File: src/rtl/btn_debounce_repeat_pkg.sv
// rtl/btn_debounce_repeat_pkg.sv - shared state encoding and width helpers for the button conditioner
//
// Purpose: channel FSM state type plus constant functions used to size the
// prescaler, debounce and hold counters in the top and channel modules.
package btn_debounce_repeat_pkg;

  typedef enum logic [1:0] {
    ST_REL  = 2'd0,
    ST_HOLD = 2'd1,
    ST_REP  = 2'd2
  } chan_state_e;

  // Bits needed to count 0..n-1; never narrower than one bit so that a
  // threshold of 1 still yields a legal vector.
  function automatic int cnt_width(input int n);
    int w;
    w = 1;
    while ((1 << w) < n) begin
      w = w + 1;
    end
    return w;
  endfunction

  function automatic int max2(input int a, input int b);
    return (a > b) ? a : b;
  endfunction

endpackage

File: src/rtl/btn_debounce_repeat_chan.sv
// rtl/btn_debounce_repeat_chan.sv - one button channel: debounce counter, hold FSM, pulse registers
//
// Purpose: accepts a synchronised, polarity-corrected button level and the
// shared timing tick, and produces the debounced level plus registered
// press / release / long-press / auto-repeat pulses.
// Ports:
//   clk          system clock, all logic on posedge
//   rst          asynchronous reset, active low
//   tick         one-clk timing strobe shared by all channels
//   s            synchronised level, 1 = pressed
//   btn_out      debounced level
//   btn_press    1-clk pulse on accepted press
//   btn_release  1-clk pulse on accepted release
//   btn_long     1-clk pulse once per press after LONG_TICKS
//   btn_rep      1-clk pulse at press, at long-press, then every REP_TICKS
module btn_debounce_repeat_chan
  import btn_debounce_repeat_pkg::*;
#(
  parameter int DB_TICKS   = 5,
  parameter int LONG_TICKS = 1000,
  parameter int REP_TICKS  = 200,
  parameter bit REP_EN     = 1'b1
) (
  input  logic clk,
  input  logic rst,
  input  logic tick,
  input  logic s,
  output logic btn_out,
  output logic btn_press,
  output logic btn_release,
  output logic btn_long,
  output logic btn_rep
);

  localparam int DB_W   = cnt_width(DB_TICKS);
  localparam int HOLD_W = cnt_width(max2(LONG_TICKS, REP_TICKS));

  localparam logic [DB_W-1:0]   DB_LAST   = DB_W'(DB_TICKS - 1);
  localparam logic [HOLD_W-1:0] LONG_LAST = HOLD_W'(LONG_TICKS - 1);
  localparam logic [HOLD_W-1:0] REP_LAST  = HOLD_W'(REP_TICKS - 1);

  logic [DB_W-1:0]   db_cnt_q, db_cnt_d;
  logic              level_q, level_d;
  chan_state_e       state_q, state_d;
  logic [HOLD_W-1:0] hold_cnt_q, hold_cnt_d;
  logic              press_q, press_d;
  logic              release_q, release_d;
  logic              long_q, long_d;
  logic              rep_q, rep_d;

  logic accept;
  logic accept_press;
  logic accept_release;

  // Debounce: the counter only advances on ticks while the input disagrees
  // with the accepted level; any agreeing clock restarts the run.
  always_comb begin
    level_d  = level_q;
    db_cnt_d = db_cnt_q;
    accept   = 1'b0;
    if (s == level_q) begin
      db_cnt_d = '0;
    end else if (tick) begin
      if (db_cnt_q == DB_LAST) begin
        accept   = 1'b1;
        level_d  = s;
        db_cnt_d = '0;
      end else begin
        db_cnt_d = db_cnt_q + 1'b1;
      end
    end
  end

  assign accept_press   = accept & s;
  assign accept_release = accept & ~s;

  // Hold FSM. Pulses are computed from the same accept that updates the
  // level, so each pulse lands in the first cycle the new level is visible.
  always_comb begin
    state_d    = state_q;
    hold_cnt_d = hold_cnt_q;
    press_d    = 1'b0;
    release_d  = 1'b0;
    long_d     = 1'b0;
    rep_d      = 1'b0;
    if (accept_release) begin
      // Release takes priority over a long/repeat threshold on the same tick.
      state_d    = ST_REL;
      hold_cnt_d = '0;
      release_d  = 1'b1;
    end else begin
      case (state_q)
        ST_REL: begin
          if (accept_press) begin
            state_d    = ST_HOLD;
            hold_cnt_d = '0;
            press_d    = 1'b1;
            rep_d      = 1'b1;
          end
        end
        ST_HOLD: begin
          if (tick) begin
            if (hold_cnt_q == LONG_LAST) begin
              state_d    = ST_REP;
              hold_cnt_d = '0;
              long_d     = 1'b1;
              rep_d      = REP_EN;
            end else begin
              hold_cnt_d = hold_cnt_q + 1'b1;
            end
          end
        end
        ST_REP: begin
          if (tick) begin
            if (hold_cnt_q == REP_LAST) begin
              hold_cnt_d = '0;
              rep_d      = REP_EN;
            end else begin
              hold_cnt_d = hold_cnt_q + 1'b1;
            end
          end
        end
        default: begin
          state_d    = ST_REL;
          hold_cnt_d = '0;
        end
      endcase
    end
  end

  always_ff @(posedge clk or negedge rst) begin
    if (!rst) begin
      db_cnt_q   <= '0;
      level_q    <= 1'b0;
      state_q    <= ST_REL;
      hold_cnt_q <= '0;
      press_q    <= 1'b0;
      release_q  <= 1'b0;
      long_q     <= 1'b0;
      rep_q      <= 1'b0;
    end else begin
      db_cnt_q   <= db_cnt_d;
      level_q    <= level_d;
      state_q    <= state_d;
      hold_cnt_q <= hold_cnt_d;
      press_q    <= press_d;
      release_q  <= release_d;
      long_q     <= long_d;
      rep_q      <= rep_d;
    end
  end

  assign btn_out     = level_q;
  assign btn_press   = press_q;
  assign btn_release = release_q;
  assign btn_long    = long_q;
  assign btn_rep     = rep_q;

endmodule

File: src/rtl/btn_debounce_repeat.sv
// rtl/btn_debounce_repeat.sv - multi-channel button debouncer with long-press and auto-repeat
//
// Purpose: synchronises raw key pins, corrects polarity, generates the shared
// timing tick and runs one independent conditioning channel per button.
// Ports:
//   clk          system clock, all logic on posedge
//   rst          asynchronous reset, active low
//   btn_in       raw asynchronous button pins [BTN_WIDTH-1:0]
//   btn_out      debounced levels, 1 = pressed
//   btn_press    1-clk pulse per channel on accepted press
//   btn_release  1-clk pulse per channel on accepted release
//   btn_long     1-clk pulse per channel once per press at LONG_TICKS
//   btn_rep      1-clk pulse per channel at press, long-press, then every REP_TICKS
module btn_debounce_repeat
  import btn_debounce_repeat_pkg::*;
#(
  parameter int                   BTN_WIDTH  = 4,
  parameter int                   TICK_DIV   = 6000,
  parameter int                   DB_TICKS   = 5,
  parameter int                   LONG_TICKS = 1000,
  parameter int                   REP_TICKS  = 200,
  parameter logic [BTN_WIDTH-1:0] REP_EN     = {BTN_WIDTH{1'b1}},
  parameter bit                   ACTIVE_LOW = 1'b0
) (
  input  logic                 clk,
  input  logic                 rst,
  input  logic [BTN_WIDTH-1:0] btn_in,
  output logic [BTN_WIDTH-1:0] btn_out,
  output logic [BTN_WIDTH-1:0] btn_press,
  output logic [BTN_WIDTH-1:0] btn_release,
  output logic [BTN_WIDTH-1:0] btn_long,
  output logic [BTN_WIDTH-1:0] btn_rep
);

  localparam int                   PRE_W     = cnt_width(TICK_DIV);
  localparam logic [PRE_W-1:0]     PRE_LAST  = PRE_W'(TICK_DIV - 1);
  // Pin level of a released key; the sync chain resets to it so a channel
  // never sees a phantom press while coming out of reset.
  localparam logic [BTN_WIDTH-1:0] IDLE_PINS = {BTN_WIDTH{ACTIVE_LOW}};

  logic [BTN_WIDTH-1:0] sync1_q, sync1_d;
  logic [BTN_WIDTH-1:0] sync2_q, sync2_d;
  logic [BTN_WIDTH-1:0] s;
  logic [PRE_W-1:0]     pre_cnt_q, pre_cnt_d;
  logic                 tick;

  always_comb begin
    sync1_d   = btn_in;
    sync2_d   = sync1_q;
    s         = sync2_q ^ IDLE_PINS;
    tick      = (pre_cnt_q == PRE_LAST);
    pre_cnt_d = tick ? '0 : pre_cnt_q + 1'b1;
  end

  always_ff @(posedge clk or negedge rst) begin
    if (!rst) begin
      sync1_q   <= IDLE_PINS;
      sync2_q   <= IDLE_PINS;
      pre_cnt_q <= '0;
    end else begin
      sync1_q   <= sync1_d;
      sync2_q   <= sync2_d;
      pre_cnt_q <= pre_cnt_d;
    end
  end

  for (genvar i = 0; i < BTN_WIDTH; i++) begin : g_chan
    btn_debounce_repeat_chan #(
      .DB_TICKS  (DB_TICKS),
      .LONG_TICKS(LONG_TICKS),
      .REP_TICKS (REP_TICKS),
      .REP_EN    (REP_EN[i])
    ) u_chan (
      .clk        (clk),
      .rst        (rst),
      .tick       (tick),
      .s          (s[i]),
      .btn_out    (btn_out[i]),
      .btn_press  (btn_press[i]),
      .btn_release(btn_release[i]),
      .btn_long   (btn_long[i]),
      .btn_rep    (btn_rep[i])
    );
  end

endmodule

File: config.mk
export PLATFORM = sky130hd
export DESIGN_NAME = btn_debounce_repeat
export DESIGN_NICKNAME = d
export VERILOG_FILES = /design/src/rtl/btn_debounce_repeat_pkg.sv /design/src/rtl/btn_debounce_repeat_chan.sv /design/src/rtl/btn_debounce_repeat.sv
export SDC_FILE = /design/constraint.sdc
export NUM_CORES = 1
export LEC_CHECK = 0
export CAP_MARGIN = 20
export CORE_MARGIN = 5
export CORE_UTILIZATION = 45
export DETAILED_ROUTE_END_ITERATION = 10
export GPL_TIMING_DRIVEN = 0
export PLACE_DENSITY = 0.63
export SLEW_MARGIN = 30
export SYNTH_ARGS = -nofsm -noshare
export SYNTH_HDL_FRONTEND = slang
export SYNTH_HIERARCHICAL = 1
export SYNTH_SLANG_ARGS = --single-unit
File: constraint.sdc
create_clock -name clk -period 3.21 [get_ports clk]
set_input_delay 0.321 -clock clk [delete_from_list [all_inputs] [get_ports clk]]
set_output_delay 0.321 -clock clk [all_outputs]
set_load 0.02 [all_outputs]
==> run metrics <==
Final Wtd Congestion=0.7935; Worst Path Buf+Inv=2; Worst Hold Class=flip-flop to flip-flop; P&R area growth vs syn=14.67%; commonest cells after routing, fill and taps aside=dfrtp_1 (101), nand2_1 (55), nand3_1 (38), nor2_1 (34); critical path's slowest cell=or4b_1; sw power=0.0005082 W; Least-Margin Pin Slew=roughly 0.53 ns; # rows=40; Max-Cap Viols=0; clk_lat worst skew=around 0.34 ns; Cell variety after synth=52; worst hold stages=0; post-route ant nets=0; PwrDens=389.2 nW/µm²; max_slew headroom=0.6412; static leakage=~2.7 nW; worst-path maximum fanout=16; routed vias=4184; Int Power=0.001977 W; Logic pwr share=0.017; first-pass GRT wire length=18380 µm; worst setup margin=0.2772 ns; Syn Area/Cell=10.14 µm²; peak supply drop=267.5 µV; # IOs=26; largest net degree at the start of global routing=55; final wirelength=10480 µm; CTS tree=yes; Placed Area=6057 µm²; DR DRC count=0; clock skew=0.004388 ns; vias in the first global route=~4100; PostCTS Resize Cnt=0; DP HPWL=7487 µm; endpoint class of the critical path=flip-flop; CP Class=flip-flop to flip-flop; hold_ws=0.3520 ns; CTS Sinks=101; top-area cell type share of the netlist area=0.4539; CTS buffer count=9; CP Depth=8; final hold viol count=0; GRT Total Usage=0.1507; async set-reset flop share out of synthesis=1.000; CTS Buffer Depth=2; outcome=complete, no violations; most common cell after layout, fill and taps aside=dfrtp_1; cell-by-cell trace of the critical path=or4b_1 -> nor4_2 -> buf_4 -> clkbuf_1 -> o21ba_2 -> o21ai_2 -> nand2_1 -> o311ai_1; CP top delay family=simple AND/OR/NAND/NOR gates; Syn. warnings=6; Initial DRC Count=219; drt pass-1 iters=4; die height=121.2 µm; gr ovfl total=0; clock network fraction of total power=0.467; count of flip-flops with a built-in enable after synthesis=0; pins over their slew limit=0; Mapped Area=5568 µm²; post-route insts no fill=760; nets@finish=626; Synth Register Bits=101; sequential area share after synthesis=0.4539; die area=14700 µm²; post-placement cell count=743; die width=121.2 µm; max incr delay on CP=0.54 ns; antenna cells=0; Syn Inst Count=549; Finished Cell Area=6385 µm²; final setup violation count=0; pre-CTS setup slack=0.2438 ns; cell taking the most area after synthesis=dfrtp_1; Seq pwr share=0.516; Starting Density=0.4616; Startpoint Class=flip-flop; layout cells sized above 1=0.1233; WL per Instance=13.79 µm; H-Tree Depth=3; Critical Path RT=3.44 ns; Core ar.=12060 µm²; net switching fraction of the power=0.2045; # fillers=about 1100; Clk pin slew, worst setup/hold paths=around 0.07 ns; fmax=341.0 MHz; fin crit share=0.9137; fin crit period=~3 ns; Worst R2R Path Depth=8; antenna violations before repair=0; Root Buffer=clkbuf_16; Post-synth top flop=dfrtp_1; Buffers on Ports=25; Via density=5.505; Synth area leaders=dfrtp_1 (45%), ha_1 (7.4%), a22o_1 (5.2%); Syn Nets=approximately 600; RSZ-0062 raised after global routing=false; crit path DAT=3.17 ns
logic make-up (layout without fill, tap and decap cells):
| group | after synthesis | count (layout) | synth area share |
|---|---|---|---|
| mux | 6 | 6 | 0.01168 |
| xor+xnor | 9 | 9 | 0.01955 |
| fa+ha+maj | 33 | 33 | 0.07416 |
| flops | 101 | 101 | 0.4539 |
| simple gates | 234 | 234 | 0.2279 |
| buf+inv | 28 | 71 | 0.01977 |
| compound gates | 138 | 138 | 0.1930 |
synth_stat cells, types with 8 or more instances:
cell / n
o311ai_1: 8
ha_1: 33
nor2_1: 34
inv_1: 23
nor3_1: 13
a21oi_1: 19
a22o_1: 33
o21ai_0: 29
and3_1: 15
nand2_1: 55
o21ai_2: 8
dfrtp_1: 101
nand3_1: 38
nor2_2: 8
nor2b_1: 19
stage by stage:
step | utilization | total power, W | setup TNS (ns)
6_report | 0.5294 | 0.002485 | 0
5_1_grt | 0.5294 | 0.002582 | 0
4_1_cts | 0.5294 | 0.002525 | 0
3_5_place_dp | 0.5022 | 0.001351 | 0
3_3_place_gp | 0.4998 | 0.001346 | -202.70
2_1_floorplan | - | 0.001313 | 0
layout make-up:
| class | count | area, µm² | share of cell area |
|---|---|---|---|
| clock buffers | 11 | 232.7 | 0.03645 |
| plain buffers | 5 | 23.77 | 0.003723 |
| well taps | 168 | 210.2 | 0.03292 |
| clock inverters | 5 | 85.08 | 0.01333 |
| inverters | 23 | 86.33 | 0.01352 |
| multi-input cells | 420 | 2930 | 0.4589 |
| flip-flops and latches | 101 | 2527 | 0.3958 |
| repair buffers | 27 | 289.0 | 0.04527 |
worst reg2reg max path, delay by kind of cell, from the launching register on:
family | cells | cell delay (ns)
AND/OR/NAND/NOR | 3 | 0.96
AO/OA/AOI/OAI | 3 | 0.81
buffers and inverters | 2 | 0.63
flip-flops | 1 | 0.43
worst paths after layout:
| kind | startpoint | endpoint | slack, ns |
|---|---|---|---|
| setup / recovery | pre_cnt_q[4] | g_chan[1].u_chan/hold_cnt_q[9] | 0.28 |
| hold / removal | sync1_q[2] | s[2] | 0.35 |
| setup reg to reg | pre_cnt_q[4] | g_chan[1].u_chan/hold_cnt_q[9] | 0.28 |
| hold reg to reg | sync1_q[2] | s[2] | 0.35 |
| max in group asynchronous | rst | g_chan[1].u_chan/state_q[0] | 2.11 |
| min in group asynchronous | rst | g_chan[3].u_chan/state_q[0] | 0.50 |
routing by layer:
| layer | vias up | GRT usage | routed length [µm] |
|---|---|---|---|
| li1 | 2082 | - | - |
| met1 | 2053 | 0.1894 | 4980 |
| met2 | 43 | 0.2577 | 5138 |
| met3 | 6 | 0.03823 | 280 |
| met4 | 0 | 0.04202 | 82 |
| met5 | - | 0 | 0 |
sequential cells by signal, summed over array words and instances (netlist names):
name,flops
g_chan.u_chan/btn_out,4
pre_cnt_q,13
g_chan.u_chan/btn_long,4
g_chan.u_chan/btn_rep,4
g_chan.u_chan/db_cnt_q,12
g_chan.u_chan/btn_press,4
g_chan.u_chan/state_q,8
s,4
g_chan.u_chan/hold_cnt_q,40
sync1_q,4
g_chan.u_chan/btn_release,4
power groups by stage:
stage | clock network, W | registers (W) | logic [W]
after floorplan | 0 | 0.00131 | 0.00000638
after global placement | 0 | 0.00131 | 0.0000391
after detailed placement | 0 | 0.00131 | 0.0000442
after CTS | 0.00120 | 0.00128 | 0.0000452
after global routing | 0.00125 | 0.00128 | 0.0000498
final | 0.00116 | 0.00128 | 0.0000425
what timing repair did:
| action | 4_1_cts | 5_1_grt |
|---|---|---|
| buffers inserted | 0 | 0 |
| hold buffers | 1 | 0 |
| hold endpoints to repair | 47 | 0 |
| endpoints found under the setup margin | 0 | 0 |
Power figures use the tool's default switching activity.
